### src/rtl/clk_div_arbiter_if.sv
// Requester/divider bundle shared between the clock-divider arbiter and its users.
// The arbiter connects through the slave modport; the requester side drives the master modport.
interface clk_div_arbiter_if #(
  parameter int NREQ = 4
);
  logic [NREQ-1:0]      req;
  logic [32*NREQ-1:0]   factor;
  logic [NREQ-1:0]      gnt;
  logic [2:0]           grant_id;
  logic                 busy;
  logic [31:0]          div_factor;
  logic                 div_reset;

  modport master (
    output req, factor,
    input  gnt, grant_id, busy, div_factor, div_reset
  );

  modport slave (
    input  req, factor,
    output gnt, grant_id, busy, div_factor, div_reset
  );
endinterface

### src/rtl/clk_div_arbiter.sv
// Round-robin arbiter handing one programmable clock divider to NREQ requesters.
// The winner's factor is loaded under divider reset; the grant follows a settle period.
module clk_div_arbiter #(
  parameter int NREQ          = 4,
  parameter int SETTLE_CYCLES = 4
) (
  input  logic               clk_i,
  input  logic               reset,
  clk_div_arbiter_if.slave   bus
);

  typedef enum logic [2:0] {
    S_IDLE, S_LOAD, S_SETTLE, S_GRANTED, S_RELEASE
  } state_t;

  localparam logic [7:0] SETTLE_LAST = (SETTLE_CYCLES > 0) ? 8'(SETTLE_CYCLES - 1) : 8'd0;
  localparam logic [2:0] PTR_RESET   = 3'(NREQ - 1);

  state_t            state, state_nxt;
  logic [7:0]        cnt, cnt_nxt;
  logic [2:0]        ptr, ptr_nxt;
  logic [2:0]        id_q, id_nxt;
  logic [31:0]       factor_q, factor_nxt;
  logic [NREQ-1:0]   gnt_q, gnt_nxt;
  logic              busy_q, busy_nxt;
  logic              dr_q, dr_nxt;
  logic              owner_req;
  logic [2:0]        pick;

  function automatic logic [NREQ-1:0] onehot(input logic [2:0] idx);
    logic [NREQ-1:0] oh;
    oh = '0;
    for (int i = 0; i < NREQ; i++) oh[i] = (idx == 3'(i));
    return oh;
  endfunction

  // Lowest requester above the pointer wins; otherwise wrap to the lowest overall.
  function automatic logic [2:0] rr_pick(input logic [NREQ-1:0] req, input logic [2:0] p);
    logic [2:0] hi, lo;
    logic       found_hi;
    hi = '0;
    lo = '0;
    found_hi = 1'b0;
    for (int i = NREQ - 1; i >= 0; i--) begin
      if (req[i]) begin
        if (i > int'(p)) begin
          hi       = 3'(i);
          found_hi = 1'b1;
        end
        lo = 3'(i);
      end
    end
    return found_hi ? hi : lo;
  endfunction

  function automatic logic [31:0] clamp_factor(input logic [32*NREQ-1:0] f, input logic [2:0] idx);
    logic [31:0] v;
    v = '0;
    for (int i = 0; i < NREQ; i++) begin
      if (idx == 3'(i)) v = f[32*i +: 32];
    end
    return (v < 32'd2) ? 32'd2 : v;
  endfunction

  assign owner_req = |(bus.req & onehot(id_q));
  assign pick      = rr_pick(bus.req, ptr);

  always_ff @(posedge clk_i) begin
    if (reset) begin
      state    <= S_IDLE;
      cnt      <= '0;
      ptr      <= PTR_RESET;
      id_q     <= '0;
      factor_q <= 32'd2;
      gnt_q    <= '0;
      busy_q   <= 1'b0;
      dr_q     <= 1'b1;
    end else begin
      state    <= state_nxt;
      cnt      <= cnt_nxt;
      ptr      <= ptr_nxt;
      id_q     <= id_nxt;
      factor_q <= factor_nxt;
      gnt_q    <= gnt_nxt;
      busy_q   <= busy_nxt;
      dr_q     <= dr_nxt;
    end
  end

  // An owner dropping its request aborts LOAD/SETTLE/GRANTED alike.
  always_comb begin
    state_nxt  = state;
    cnt_nxt    = cnt;
    ptr_nxt    = ptr;
    id_nxt     = id_q;
    factor_nxt = factor_q;
    case (state)
      S_IDLE: begin
        if (|bus.req) begin
          state_nxt  = S_LOAD;
          id_nxt     = pick;
          factor_nxt = clamp_factor(bus.factor, pick);
        end
      end
      S_LOAD: begin
        if (!owner_req) begin
          state_nxt = S_RELEASE;
        end else if (SETTLE_CYCLES == 0) begin
          state_nxt = S_GRANTED;
        end else begin
          state_nxt = S_SETTLE;
          cnt_nxt   = '0;
        end
      end
      S_SETTLE: begin
        if (!owner_req) begin
          state_nxt = S_RELEASE;
        end else if (cnt == SETTLE_LAST) begin
          state_nxt = S_GRANTED;
        end else begin
          cnt_nxt = cnt + 8'd1;
        end
      end
      S_GRANTED: begin
        if (!owner_req) state_nxt = S_RELEASE;
      end
      S_RELEASE: begin
        ptr_nxt   = id_q;
        state_nxt = S_IDLE;
      end
      default: state_nxt = S_IDLE;
    endcase
  end

  // Outputs are decoded from the next state so they register together with it.
  always_comb begin
    gnt_nxt  = (state_nxt == S_GRANTED) ? onehot(id_nxt) : '0;
    busy_nxt = (state_nxt != S_IDLE);
    dr_nxt   = (state_nxt == S_IDLE) || (state_nxt == S_LOAD) || (state_nxt == S_RELEASE);
  end

  assign bus.gnt        = gnt_q;
  assign bus.grant_id   = id_q;
  assign bus.busy       = busy_q;
  assign bus.div_factor = factor_q;
  assign bus.div_reset  = dr_q;

endmodule

### src/flat_wrapper.sv
// flat-port wrapper written by rule: the top's interface ports become plain ports
module clk_div_arbiter_flat 
#(
  parameter int NREQ          = 4,
  parameter int SETTLE_CYCLES = 4
)
  (clk_i, reset, bus_req, bus_factor, bus_gnt, bus_grant_id, bus_busy, bus_div_factor, bus_div_reset);
  clk_div_arbiter_if #(.NREQ(NREQ)) bus_i ();
  input  logic clk_i;
  input  logic reset;
  input wire logic [$bits(bus_i.req)-1:0] bus_req;
  input wire logic [$bits(bus_i.factor)-1:0] bus_factor;
  output wire logic [$bits(bus_i.gnt)-1:0] bus_gnt;
  output wire logic [$bits(bus_i.grant_id)-1:0] bus_grant_id;
  output wire logic [$bits(bus_i.busy)-1:0] bus_busy;
  output wire logic [$bits(bus_i.div_factor)-1:0] bus_div_factor;
  output wire logic [$bits(bus_i.div_reset)-1:0] bus_div_reset;
  assign bus_i.req = bus_req;
  assign bus_i.factor = bus_factor;
  assign bus_gnt = bus_i.gnt;
  assign bus_grant_id = bus_i.grant_id;
  assign bus_busy = bus_i.busy;
  assign bus_div_factor = bus_i.div_factor;
  assign bus_div_reset = bus_i.div_reset;
  clk_div_arbiter #(.NREQ(NREQ), .SETTLE_CYCLES(SETTLE_CYCLES)) u_core (.clk_i(clk_i), .reset(reset), .bus(bus_i));
endmodule
### config.mk
export PLATFORM = sky130hd
export DESIGN_NAME = clk_div_arbiter_flat
export DESIGN_NICKNAME = d
export VERILOG_FILES = /design/src/rtl/clk_div_arbiter_if.sv /design/src/rtl/clk_div_arbiter.sv /design/src/flat_wrapper.sv
export SDC_FILE = /design/constraint.sdc
export NUM_CORES = 1
export LEC_CHECK = 0
export BUFFER_PORTS_ARGS = -buffer_cell sky130_fd_sc_hd__buf_4
export CAP_MARGIN = 20
export CELL_PAD_IN_SITES_DETAIL_PLACEMENT = 1
export CELL_PAD_IN_SITES_GLOBAL_PLACEMENT = 2
export CORE_MARGIN = 4
export CORE_UTILIZATION = 24
export CTS_CLUSTER_SIZE = 28
export DETAILED_ROUTE_END_ITERATION = 8
export PLACE_DENSITY_LB_ADDON = 0.3
export SKIP_CTS_REPAIR_TIMING = 1
export SLEW_MARGIN = 30
export SYNTH_ARGS = -nofsm -noshare
export SYNTH_HDL_FRONTEND = slang
export SYNTH_SLANG_ARGS = --single-unit
### constraint.sdc
create_clock -name clk_i -period 3.5 [get_ports clk_i]
set_input_delay 0.7 -clock clk_i [delete_from_list [all_inputs] [get_ports clk_i]]
set_output_delay 0.7 -clock clk_i [all_outputs]
set_load 0.005 [all_outputs]
Word level (Yosys, flattened, before mapping)
Cells that the tools add are included.
{"block": "totals", "register_bits": 55, "latch_bits": 0, "ram_bits": 0, "romBits": 0, "in_bits": 134, "mem_count": 0}
{"block": "op_classes", "n_addsub": 1, "n_mul": 0, "div_mod_pow": 0, "magnitude_cmp": 4, "n_eq_ne": 20, "shifts": 0, "n_mux": 36, "bitwise_logic": 2, "n_reduce_logical": 14}
{"op": "2-to-1 mux 32 bit", "count": 7}
{"op": "2-to-1 mux 3 bit", "count": 13}
{"op": "less-than comparator 32 x 2 -> 1 bit, second input constant", "count": 1}
{"op": "equality test 3 x 2 -> 1 bit, second input constant", "count": 9}
{"op": "2-to-1 mux 8 bit", "count": 3}
{"op": "case mux 8 bit (2 select lines)", "count": 1}
{"op": "equality test 3 x 1 -> 1 bit, second input constant", "count": 5}
{"op": "zero test 3 bit", "count": 5}
{"op": "case mux 3 bit (4 select lines)", "count": 1}
{"op": "2-to-1 mux 2 bit", "count": 5}
{"op": "adder 8 x 1 -> 8 bit, second input constant", "count": 1}
{"op": "equality test 8 x 2 -> 1 bit, second input constant", "count": 1}
{"op": "OR reduction 4 bit", "count": 2}
{"op": "equality test 3 bit, second input constant", "count": 2}
{"op": "greater-than comparator 2 x 3 -> 1 bit, first input constant", "count": 2}
{"op": "2-to-1 mux 1 bit", "count": 6}
{"op": "AND 4 bit", "count": 1}
{"op": "inequality test 2 x 1 -> 1 bit, second input constant", "count": 2}
{"op": "AND reduction 4 bit", "count": 1}
{"op": "greater-than comparator 1 x 3 -> 1 bit, first input constant", "count": 1}
{"op": "nonzero test 3 bit", "count": 1}
{"op": "logical OR 1 bit", "count": 2}
{"op": "inequality test 2 bit, second input constant", "count": 1}
{"op": "AND reduction 2 bit", "count": 1}
{"op": "3 further kinds", "count": 3}

Logic depth before layout (Yosys ltp)
{"block": "logic_depth", "word_depth": 17, "mapped_depth": 11, "mapped_depth_nobuf": 9}

Worst setup path before layout
OpenSTA, ideal clock, no wires.
{"block": "synth_timing", "path_type": "input port to flip-flop", "startpoint": "input bus_req[0]", "endpoint": "register u_core.factor_q[1], in the netlist u_core.bus.div_factor[1]", "setup_time_ns": 0.088, "t_arrival_ns": 3.132, "setup_slack_ns": 0.280, "stages": 9, "path_cell_list": "or2_1 -> and3_1 -> clkbuf_1 -> nor2_1 -> mux2i_1 -> a22oi_1 -> or4_1 -> o311a_1 -> a311oi_2"}
{"block": "synth_between", "elab_chain_cells": 11, "word_cells_on_any_way": 16}
{"element": "start: declaration", "line_no": "flat_wrapper.sv:11", "rtl": "input wire logic [$bits(bus_i.req)-1:0] bus_req;"}
{"element": "2-to-1 mux 2 bit", "line_no": "clk_div_arbiter.sv:45", "rtl": "if (req[i]) begin"}
{"element": "2-to-1 mux 3 bit", "line_no": "clk_div_arbiter.sv:53", "rtl": "return found_hi ? hi : lo;"}
{"element": "zero test 3 bit", "line_no": "clk_div_arbiter.sv:60", "rtl": "if (idx == 3'(i)) v = f[32*i +: 32];"}
{"element": "2-to-1 mux 32 bit (4 in series)", "line_no": "clk_div_arbiter.sv:60"}
{"element": "2-to-1 mux 32 bit", "line_no": "clk_div_arbiter.sv:99", "rtl": "if (|bus.req) begin"}
{"element": "2-to-1 mux 32 bit", "line_no": "clk_div_arbiter.sv:97", "rtl": "case (state)"}
{"element": "less-than comparator 32 x 2 -> 1 bit", "line_no": "clk_div_arbiter.sv:62", "rtl": "return (v < 32'd2) ? 32'd2 : v;"}
{"element": "2-to-1 mux 32 bit", "line_no": "clk_div_arbiter.sv:62"}
{"element": "end signal: assignment", "line_no": "clk_div_arbiter.sv:83", "rtl": "factor_q <= factor_nxt;"}
{"element": "end: declaration", "line_no": "clk_div_arbiter.sv:23", "rtl": "logic [31:0] factor_q, factor_nxt;"}
Parallel ways exist; a longest one is shown, timed or not. The select of a mux whose other input is x is not followed.
A chain may end at the register's enable or synchronous reset.

Worst setup path after layout
Ends and elaborated chain as after synthesis.

==> results.md <==
* Start-to-end type of the worst setup path: primary input to flip-flop
* Remaining design rule violation count at 0
* Cell-internal power at 0.00143 W
* Share of the clock period used by the worst path at 88.7%
* P per Cell Area at 442 nW/µm²
* Critical path capture point type: flip-flop
* Number of nets in the finished design at 738
* Net Switching at 0.000807 W
* Drt wl/cell at 19.7 µm
* Post-Route Setup TNS at 0 ns
* Htree depth at 2
* Total via count in the routed design at 4000
* Hold Vio Cnt, Final at 0
* Clock group share of total power at 22.9%
* Count of antenna diodes in the layout at 0
* Top fanout value on the critical path at 19
* Synthesized-area fraction occupied by xor and xnor cells at 1.85%
* Worst hold margin at 0.462 ns
* Proportion of power drawn by combinational gates at 41.6%
* Crit path launch type: primary input
* Worst skew pair latency at 0.29 ns
* Standard-cell rows at 42
* Share of synthesized cell area in and, or, nand and nor gates at 26.9%
* Flop and latch count out of synthesis at 55
* Peak-usage layer in the global routing report: met2
* Maximum number of pins on one net before global-route repair at 47
* Fraction of the mapped netlist area in compound gates at 23.6%
* Path category of the worst min-delay check: flip-flop to flip-flop
* Reg power frac at 35.5%
* Multi-input combinational cell area at 2080 µm²
* Unique masters post-synth at 59
* Deepest clock path buffer count at 2
* Mux cell area share after synthesis at 9.52%
* Setup repair after global routing missed its margin: false
* Run status: completed
* TritonCTS clock tree: built
* Leakage power summed over all cells at 2.25 nW
* Clk_skew at 0.00507 ns
* Total gr overflow at 0
* Number of violations of the max-capacitance limit at 0
* Max-slew violation count at 0
* Routed vias/inst at 5.13
* Share of post-route cells with drive strength above 1 at 37.1%
* Boundary Pins at 175
* Antenna violations before repair at 0
* Most common flop cell mapped by yosys: dfxtp_1
* Die H at 125 µm
* IR Drop Worst-Case VDD at 0.189 mV
* Area growth from synthesis to final layout at 53.0%
* FF-to-FF setup slack at 0.42 ns
* Root buf cell: clkbuf_16
* Avg Inst Size Synth at 7.76 µm²
* GRT Util Overall at 19.1%
* Clock transition at the registers of the reported paths at 0.07 ns
* Adder-cell share of the synthesized area at 0.378%
* Final GP Congestion at 0.861
* Die Outline Area at 15700 µm²
* Met2 usage in global routing at 34.9%
* Post-synth ARST share at 0%
* Number of port buffers at 174
* TritonCTS Buffers at 5
* Min Clock Period, post-route at 3.10 ns
* Headroom to the max-slew limit at 56.2%
* Effective utilization at floorplan at 24.7%
* DIE WIDTH at 125 µm
* Met3 Usage GRT at 5.71%
* Clk sinks at 55
* Cell count after synthesis at 427
* HPWL after detailed placement at 12.8 mm
* Global-route wire length before repair at 23.9 mm
* YS warnings at 0
* Fraction of the yosys area taken by sequential cells at 33.2%
* Met1 track demand over resource at 21.9%
* Final number of setup-violating endpoints at 0
* Critical Path AT at 3.31 ns
* Main combinational cell family by area after synthesis: simple AND/OR/NAND/NOR gates
* Fillers at 1670
* Floorplan core area at 13400 µm²
* Total length of routed wires at 15.4 mm
* Pin slew with the least headroom to its limit at 0.656 ns
* Data required time of the worst path at 3.71 ns
* Number of violations reported at the end of detailed-routing iteration 0 at 199
* Routed Antenna Nets at 0
* Seq. cell area at 1100 µm²
* Vias in the first global route at 4379
* Post-Syn Area at 3310 µm²
* Count of flip-flops with a built-in enable after synthesis at 0
* Post-synth net total at 562
* F_max at 322 MHz
* Switching fraction of total power at 36.0%
* Number of optimization iterations in the first detailed-route pass at 4
per-stage QoR:
stage,cells,total power (W),area [µm²],util (%),setup WS (ns)
3_5_place_dp,772,0.00176,4910,36.7,0.0752
2_1_floorplan,427,0.00126,3310,-,0.280
3_3_place_gp,772,0.00174,4910,36.7,0.123
6_report,780,0.00224,5070,37.8,0.397
5_1_grt,780,0.00240,5070,37.8,0.0870
4_1_cts,780,0.00228,5070,37.8,0.369
power groups by stage:
stage          registers (W)  logic (W)  clock network, W
2_1_floorplan       0.000796   0.000459                 0
3_3_place_gp        0.000810   0.000927                 0
3_5_place_dp        0.000812   0.000944                 0
4_1_cts             0.000799   0.000946          0.000531
5_1_grt             0.000810    0.00103          0.000566
6_report            0.000796   0.000932          0.000513
cell usage after synthesis (3+ instances only):
cell type   n  area share [%]
inv_1       9             1.0
nor2_1     55             6.2
xor2_1      5             1.3
mux2_2      9             3.1
a21oi_2     3            0.79
and3_1     13             2.5
a21oi_1    40             6.0
a211oi_1   17             3.9
dfxtp_1    55              33
a22oi_1    10             2.3
buf_2       3            0.45
nand3_1    13             2.0
nor3_1     18             2.7
o21ai_0     7             1.1
clkbuf_1   20             2.3
nor4_1      8             1.5
nand2_1    53             6.0
nand2b_1    3            0.57
o31ai_1     3            0.68
a221oi_1   12             3.2
nand4_1     5            0.94
and4_1      3            0.79
mux2i_1    18             5.4
layer usage:
metal / vias up / wire length, µm / part of all wire, %
met5: - / 0 / 0
met4: 0 / 329 / 2.1
met3: 19 / 1070 / 6.9
met2: 144 / 7820 / 51
met1: 1902 / 6170 / 40
li1: 1935 / - / -
cells by family (layout without fill, tap and decap cells):
family / count (synthesis) / after routing
AOI/OAI and AO/OA: 114 / 114
buffers and inverters: 35 / 212
adders and majority gates: 1 / 1
muxes: 29 / 29
xor gates and xnor gates: 7 / 7
and+or+nand+nor: 186 / 186
DFF: 55 / 55
sequential cells by signal, indices dropped and copies added (netlist names):
| register | count |
|---|---|
| u_core.bus.gnt | 4 |
| u_core.state | 3 |
| u_core.bus.div_factor | 32 |
| u_core.bus.div_reset | 1 |
| u_core.bus.busy | 1 |
| u_core.ptr | 3 |
| u_core.bus.grant_id | 3 |
| u_core.cnt | 8 |
final cells by class:
class	count	share of cell area, %
well taps	176	4.35
inverters	9	0.667
multi-input cells	337	41.1
flip-flops and latches	55	21.7
clock buffers	5	2.47
repair buffers	195	29.1
clock inverters	3	0.543
worst paths after layout:
check,startpoint,to,cells after the start
hold reg to reg,u_core.bus.div_factor[28],u_core.bus.div_factor[28],2
setup reg to reg,u_core.ptr[2],u_core.bus.div_factor[1],9
setup / recovery,bus_req[0],u_core.bus.div_factor[1],10
hold / removal,u_core.bus.div_factor[28],u_core.bus.div_factor[28],2
critical path, cell delays in order:
cell,delay [ns]
buf_4,0.12
or2_1,0.27
and3_1,0.27
nor2_1,0.22
buf_12,0.19
mux2_2,0.35
a221oi_1,0.36
nand4_1,0.20
o311a_1,0.39
a311oi_2,0.23
cell usage in the layout, fill, tap and decap left out, types with 3 or more instances in the layout:
cell type,instances
buf_4,194
nor2_1,55
dfxtp_1,55
nand2_1,53
a21oi_1,39
nor3_1,18
mux2i_1,18
a211oi_1,17
and3_1,13
nand3_1,13
a221oi_1,12
a22oi_1,10
inv_1,9
mux2_2,9
nor4_1,8
o21ai_0,7
nand4_1,5
xor2_1,5
clkbuf_16,5
a21oi_2,4
nand2b_1,3
o31ai_1,3
and4_1,3
Note: power is estimated with default switching activity, not from simulation.
